==> src/rtl/alu_input_pkg.sv <==
// Shared constants for the ALU input sequencer: state codes and default widths.
// Optional debounce is selected by ALU_SEQ_DEBOUNCE_EN (see button_conditioner).
package alu_input_pkg;

    localparam int STATE_W      = 2;
    localparam int DEF_WIDTH    = 8;
    localparam int DEF_OP_WIDTH = 6;

    typedef enum logic [STATE_W-1:0] {
        S_LOAD_A  = 2'b00,
        S_LOAD_B  = 2'b01,
        S_LOAD_OP = 2'b10,
        S_SHOW    = 2'b11
    } state_e;

endpackage

==> src/rtl/alu_input_sequencer_button_conditioner.sv <==
// Pushbutton front end: 2-flop synchroniser, optional debouncer, rising-edge detector.
// Define ALU_SEQ_DEBOUNCE_EN to include the debounce counter; otherwise the synchronised level is used directly.
module button_conditioner #(
    parameter int DEBOUNCE_CYCLES = 1000000
) (
    input  logic clk,
    input  logic reset,
    input  logic btn_raw,
    output logic press
);

    logic [1:0] sync_q, sync_d;
    logic       level_prev_q, level_prev_d;
    logic       level;

    if (DEBOUNCE_CYCLES < 2) begin : g_cycles_below_min
    end

`ifdef ALU_SEQ_DEBOUNCE_EN
    localparam int CNT_W = $clog2(DEBOUNCE_CYCLES);

    logic [CNT_W-1:0] cnt_q, cnt_d;
    logic             level_q, level_d;

    // Counter only advances while the synchronised input disagrees with the accepted level.
    always_comb begin
        cnt_d   = '0;
        level_d = level_q;
        if (sync_q[1] != level_q) begin
            if (cnt_q == CNT_W'(DEBOUNCE_CYCLES - 1)) begin
                level_d = sync_q[1];
            end else begin
                cnt_d = cnt_q + CNT_W'(1);
            end
        end
    end

    always_ff @(posedge clk or negedge reset) begin
        if (!reset) begin
            cnt_q   <= '0;
            level_q <= 1'b0;
        end else begin
            cnt_q   <= cnt_d;
            level_q <= level_d;
        end
    end

    assign level = level_q;
`else
    assign level = sync_q[1];
`endif

    always_comb begin
        sync_d       = {sync_q[0], btn_raw};
        level_prev_d = level;
    end

    always_ff @(posedge clk or negedge reset) begin
        if (!reset) begin
            sync_q       <= '0;
            level_prev_q <= 1'b0;
        end else begin
            sync_q       <= sync_d;
            level_prev_q <= level_prev_d;
        end
    end

    assign press = level & ~level_prev_q;

endmodule

==> src/rtl/alu_input_sequencer.sv <==
// Sequences switch values into the A, B and opcode registers, one button press per step.
// Button debouncing is enabled by defining ALU_SEQ_DEBOUNCE_EN.
module alu_input_sequencer
    import alu_input_pkg::*;
#(
    parameter int WIDTH           = DEF_WIDTH,
    parameter int OP_WIDTH        = DEF_OP_WIDTH,
    parameter int DEBOUNCE_CYCLES = 1000000
) (
    input  logic               clk,
    input  logic               reset,
    input  logic               btn,
    input  logic [WIDTH-1:0]   sw,
    output logic [WIDTH-1:0]   data_out,
    output logic               load_a,
    output logic               load_b,
    output logic               load_op,
    output logic [STATE_W-1:0] state_out,
    output logic               result_valid
);

    logic press;

    state_e           state_q, state_d;
    logic [WIDTH-1:0] data_q, data_d;
    logic             load_a_q, load_a_d;
    logic             load_b_q, load_b_d;
    logic             load_op_q, load_op_d;

    button_conditioner #(
        .DEBOUNCE_CYCLES(DEBOUNCE_CYCLES)
    ) u_btn (
        .clk    (clk),
        .reset  (reset),
        .btn_raw(btn),
        .press  (press)
    );

    // Load pulses and captured data are registered together so they reach the datapath aligned.
    always_comb begin
        state_d   = state_q;
        data_d    = data_q;
        load_a_d  = 1'b0;
        load_b_d  = 1'b0;
        load_op_d = 1'b0;
        if (press) begin
            unique case (state_q)
                S_LOAD_A: begin
                    state_d  = S_LOAD_B;
                    data_d   = sw;
                    load_a_d = 1'b1;
                end
                S_LOAD_B: begin
                    state_d  = S_LOAD_OP;
                    data_d   = sw;
                    load_b_d = 1'b1;
                end
                S_LOAD_OP: begin
                    state_d   = S_SHOW;
                    data_d    = WIDTH'(sw[OP_WIDTH-1:0]);
                    load_op_d = 1'b1;
                end
                S_SHOW: begin
                    state_d = S_LOAD_A;
                end
                default: begin
                    state_d = S_LOAD_A;
                end
            endcase
        end
    end

    always_ff @(posedge clk or negedge reset) begin
        if (!reset) begin
            state_q   <= S_LOAD_A;
            data_q    <= '0;
            load_a_q  <= 1'b0;
            load_b_q  <= 1'b0;
            load_op_q <= 1'b0;
        end else begin
            state_q   <= state_d;
            data_q    <= data_d;
            load_a_q  <= load_a_d;
            load_b_q  <= load_b_d;
            load_op_q <= load_op_d;
        end
    end

    assign data_out     = data_q;
    assign load_a       = load_a_q;
    assign load_b       = load_b_q;
    assign load_op      = load_op_q;
    assign state_out    = state_q;
    assign result_valid = (state_q == S_SHOW);

endmodule
==> config.mk <==
export PLATFORM = sky130hd
export DESIGN_NAME = alu_input_sequencer
export DESIGN_NICKNAME = d
export VERILOG_FILES = /design/src/rtl/alu_input_pkg.sv /design/src/rtl/alu_input_sequencer_button_conditioner.sv /design/src/rtl/alu_input_sequencer.sv
export SDC_FILE = /design/constraint.sdc
export NUM_CORES = 1
export LEC_CHECK = 0
export ABC_AREA = 1
export CAP_MARGIN = 40
export CORE_ASPECT_RATIO = 1.75
export CORE_MARGIN = 5
export CORE_UTILIZATION = 30
export DETAILED_ROUTE_END_ITERATION = 10
export SYNTH_ARGS = -nofsm -noshare
export SYNTH_HDL_FRONTEND = slang
export SYNTH_HIERARCHICAL = 1
export SYNTH_SLANG_ARGS = --single-unit
==> constraint.sdc <==
create_clock -name clk -period 2.3 [get_ports clk]
set_input_delay 0.23 -clock clk [delete_from_list [all_inputs] [get_ports clk]]
set_output_delay 0.23 -clock clk [all_outputs]
set_load 0.02 [all_outputs]
=== After elaboration in Yosys (flattened, before gate mapping) ===
Index checks and enable logic that the tools add are counted.

* Magnitude comparators: 0
* Reductions and logical operators: 4
* Div/mod/pow operators: 0
* $mul: 0
* Bitwise operators: 2
* Mux-type cells: 8
* Eq/ne operators: 3
* $add $sub $neg: 0
* Shifts and indexed selects: 0

{| class="wikitable"
|+ Operators with widths
! cell !! count
|-
| $pmux W8 S2 || 1
|-
| $pmux W2 S4 || 1
|-
| $mux W1 || 6
|-
| $eq A2 B2 Y1 const B || 2
|-
| $eq A2 B1 Y1 const B || 1
|-
| $logic_not A2 Y1 || 1
|-
| $reduce_and A2 Y1 || 1
|-
| $reduce_bool A2 Y1 || 1
|-
| $reduce_or A2 Y1 || 1
|-
| $and A1 B1 Y1 || 1
|-
| $not A1 Y1 || 1
|}

* Output and inout bits: 14
* Memories kept: 0
* Bits in registers: 16
* ROM bits: 0
* Input port bits: 11
* Latch bits: 0
* Word-level logic and storage cells: 24
* Bits in writable memories: 0

=== Depth between registers and ports, before layout ===
* Depth in word-level cells: 4
* Mapped depth: 7
* Mapped depth without buffers: 6

=== Modules after synthesis ===
Netlist, hierarchy kept.

{| class="wikitable"
|+ By module, submodules not included
! module !! instances !! area each (µm²) !! cells an instance !! seq. area each (µm²)
|-
| alu_input_sequencer || 1 || 596.8 || 64 || 325.3
|-
| button_conditioner || 1 || 85.1 || 5 || 75.1
|}

=== Worst setup path before layout ===
Ideal clock, no wire load.

* Path type: flip-flop to flip-flop
* From: register state_q[0] (netlist: state_out[0])
* To: register data_q[0] (netlist: data_out[0])
* Period minus slack after synthesis: 1.285 ns
* Arrival: 1.220 ns
* Path buffers: 0
* Setup time: 0.065 ns
* Data required time: 2.235 ns
* Path slack: 1.015 ns
* Stages on the path, launching flop included: 6
* Cell sequence: dfrtp_1 ha_1 inv_2 nand2_4 nand2_1 nand2_1

* Word-level cells in the longest chain between the ends: 4
* Elaborated cells between the ends (all ways): 6
* Those cells by class: 2 x eq/ne; 4 x reduce/logical

{| class="wikitable"
|+ RTL lines
! item !! line !! text
|-
| start: declaration || alu_input_sequencer.sv:24 || <nowiki>state_e state_q, state_d;</nowiki>
|-
| start signal: assignment || alu_input_sequencer.sv:81 || <nowiki>state_q <= state_d;</nowiki>
|-
| $eq A2 B1 Y1 / $logic_not A2 Y1 (equally long branches) || alu_input_sequencer.sv:47 || <nowiki>unique case (state_q)</nowiki>
|-
| $reduce_or A2 Y1 (no source line) || -- ||
|-
| $reduce_bool A2 Y1 (no source line) * || -- ||
|-
| $reduce_and A2 Y1 (no source line) * || -- ||
|-
| end signal: assignment || alu_input_sequencer.sv:82 || <nowiki>data_q <= data_d;</nowiki>
|-
| end: declaration || alu_input_sequencer.sv:25 || <nowiki>logic [WIDTH-1:0] data_q, data_d;</nowiki>
|}

Every way passes the cells marked *; elsewhere a longest branch is shown, timed or not.
A chain may end at the register's enable or synchronous reset.

=== Worst setup path after layout ===
* From: register state_q[0] (netlist: state_out[0])
* To: output result_valid

* Word-level cells in the longest chain between the ends: 1

{| class="wikitable"
|+ RTL lines
! item !! line !! text
|-
| $eq A2 B2 Y1 || alu_input_sequencer.sv:94 || <nowiki>assign result_valid = (state_q == S_SHOW);</nowiki>
|-
| end: declaration || alu_input_sequencer.sv:19 || <nowiki>output logic result_valid</nowiki>
|}

No other way between the ends.

==> results by group <==
Placement
  – Routability-driven placement congestion ratio: 0.644
  – Port Buffer Count: 24
  – Dpl cells: 117
  – Detailed placer's ending HPWL: 1070 um

STA
  – Final setup TNS: 0 ns
  – Clock Skew: 0.00537 ns
  – Max Clk Rate: 0.532 GHz
  – Final period util: 81.7%
  – Final min period: 1.88 ns
  – Final hold slack: 0.348 ns
  – Max-slew violations: 0
  – Setup violators final: 0
  – Slew headroom: 53.4%
  – Worst-margin pin slew: 0.697 ns
  – RSZ-0062 raised after global routing: no
  – Endpoints failing hold: 0

Final layout
  – Final nets: 113
  – Commonest non-fill, non-tap cell in the layout: nand2_1
  – Most frequent cells in the layout: nand2_1 (30), clkdlybuf4s50_1 (24), dfrtp_1 (16)
  – Layout Area Growth over Synthesis: 44.2%
  – Layout Utilization: 43.8%
  – Ratio of cells with drive above 1 in the final layout: 8.42%
  – Fillcell total: 240
  – Post-Layout Cell Count: 120
  – Inserted Diodes: 0

Min path
  – Min-delay worst type: flip-flop to flip-flop

Die
  – # rows: 23
  – Die Wd: 46.0 um
  – Io pins: 25
  – Die span in y: 73.1 um
  – Core region area: 2240 sq um
  – Die area: 3360 sq um
  – Starting density of the core: 30.4%

Clock tree
  – CTS clk-pin slew, worst paths: 0.06 ns
  – Hold buffers post-CTS: 0
  – Clock Path Buffers: 2
  – Clk Latency, worst-skew pair: 0.24 ns
  – Post-CTS setup buffers: 0
  – CTS resizes: 0
  – H-tree levels: 1
  – CTS tree: done
  – CTS Buf Count: 3
  – Clock root cell: clkbuf_8
  – CTS sink cnt: 16

Logic synthesis
  – Mapped Nets: 85
  – Post-Synthesis Cells: 69
  – #FFs+latches synth: 16
  – Cell Area, Synth: 682 sq um
  – Synth unique cells: 13
  – Sequential area share after synthesis: 58.7%
  – Mean Syn Cell Area: 9.88 sq um
  – Synth warn: 6

Global routing
  – Initial antenna violation count: 0
  – Grt total ovfl: 0
  – Largest net degree at the start of global routing: 17
  – Vias in the first global route: 524
  – First-pass GRT wire length: 2280 um
  – Global Route Usage Sum: 9.33%

Setup path
  – Critical path type: flip-flop to output pin
  – CP Launch Type: flip-flop
  – Crit path required time: 2.07 ns
  – Element type at the critical path end: output pin
  – Crit-path slowest cell: clkdlybuf4s50_1
  – Max incr delay on CP: 0.66 ns
  – CP arrival: 1.65 ns
  – Worst-path maximum fanout: 5
  – Crit-path cells: ha_1 > clkdlybuf4s50_1

Detailed routing
  – WL final: 1330 um
  – Vias: 504
  – Vias per inst: 4.20
  – Routed met3 length: 88 um
  – Met2 wire len: 700 um
  – Max Used Layer: met4
  – TritonRoute pass-1 iters: 3
  – Routed WL per cell: 11.1 um
  – DRT antenna net count: 0
  – Remaining DRCs: 0
  – WL met1: 524 um
  – Number of DRC markers in iteration 0: 9

Power
  – PwrDens: 1080 nW/um^2
  – Worst vdd ir: 538 uV
  – Leakage: 0.509 nW

Flow run
  – Max cap viols: 0

Outcome
  – Status: finished, final reports clean
registers in the layout, indices dropped and copies added (netlist names):
| register | count |
|---|---|
| state_out | 2 |
| u_btn/level_prev_q | 1 |
| load_op | 1 |
| load_b | 1 |
| data_out | 8 |
| load_a | 1 |
| u_btn/sync_q | 2 |
worst paths after layout:
| path | startpoint | endpoint | slack [ns] | cells past startpoint |
|---|---|---|---|---|
| setup / recovery | state_out[0] | result_valid | 0.42 | 2 |
| hold / removal | u_btn/sync_q[0] | u_btn/sync_q[1] | 0.35 | 0 |
| setup reg to reg | u_btn/sync_q[1] | data_out[2] | 1.11 | 6 |
| hold reg to reg | u_btn/sync_q[0] | u_btn/sync_q[1] | 0.35 | 0 |
| max in group asynchronous | reset | load_b | 1.45 | 1 |
| min in group asynchronous | reset | data_out[4] | 0.41 | 1 |
routing by layer:
| layer | track usage [%] | vias up |
|---|---|---|
| li1 | - | 255 |
| met1 | 11.1 | 233 |
| met2 | 14.9 | 14 |
| met3 | 1.73 | 2 |
| met4 | 5.70 | 0 |
| met5 | 0 | - |
where the power goes:
| group | switching (mW) | internal (mW) | total (mW) |
|---|---|---|---|
| combinational | 0.245 | 0.211 | 0.456 |
| sequential | 0.0496 | 0.357 | 0.407 |
| clock | 0.0817 | 0.116 | 0.197 |
cell families after synthesis:
| logic type | count (synthesis) | synth area share, % |
|---|---|---|
| and+or+nand+nor | 36 | 23.9 |
| AOI/OAI and AO/OA | 1 | 0.733 |
| DFF | 16 | 58.7 |
| buffers and inverters | 11 | 7.52 |
| adders and majority gates | 5 | 9.17 |
synthesized netlist by cell type (all sizes together):
cell type   n  share of area, %
buf         1               1.7
nand2      31                18
inv        10               5.9
o21ai       1              0.73
ha          5               9.2
dfrtp      16                59
nand3       1              0.73
nor2        4               5.0
final cells by class:
type | count | area [sq um] | area share, %
flip-flops and latches | 16 | 400 | 40.7
repair buffers | 24 | 240 | 24.4
multi-input cells | 42 | 230 | 23.4
clock buffers | 3 | 41.3 | 4.20
inverters | 10 | 40.0 | 4.07
well taps | 25 | 31.3 | 3.18
worst max-delay path: cells and delay by family, from the launching register on:
| kind | cells | cell delay, ns |
|---|---|---|
| adders and majority gates | 1 | 0.33 |
| buffers and inverters | 1 | 0.66 |
| DFF | 1 | 0.41 |
through the flow:
| stage | power [mW] | area (sq um) | setup slack (ns) |
|---|---|---|---|
| 2_1_floorplan | 0.656 | 682 | 1.02 |
| 3_3_place_gp | 0.869 | 942 | 0.705 |
| 3_5_place_dp | 0.879 | 942 | 0.673 |
| 4_1_cts | 1.08 | 983 | 0.398 |
| 5_1_grt | 1.14 | 983 | 0.325 |
| 6_report | 1.06 | 983 | 0.420 |
(Power assumes the default switching activity.)
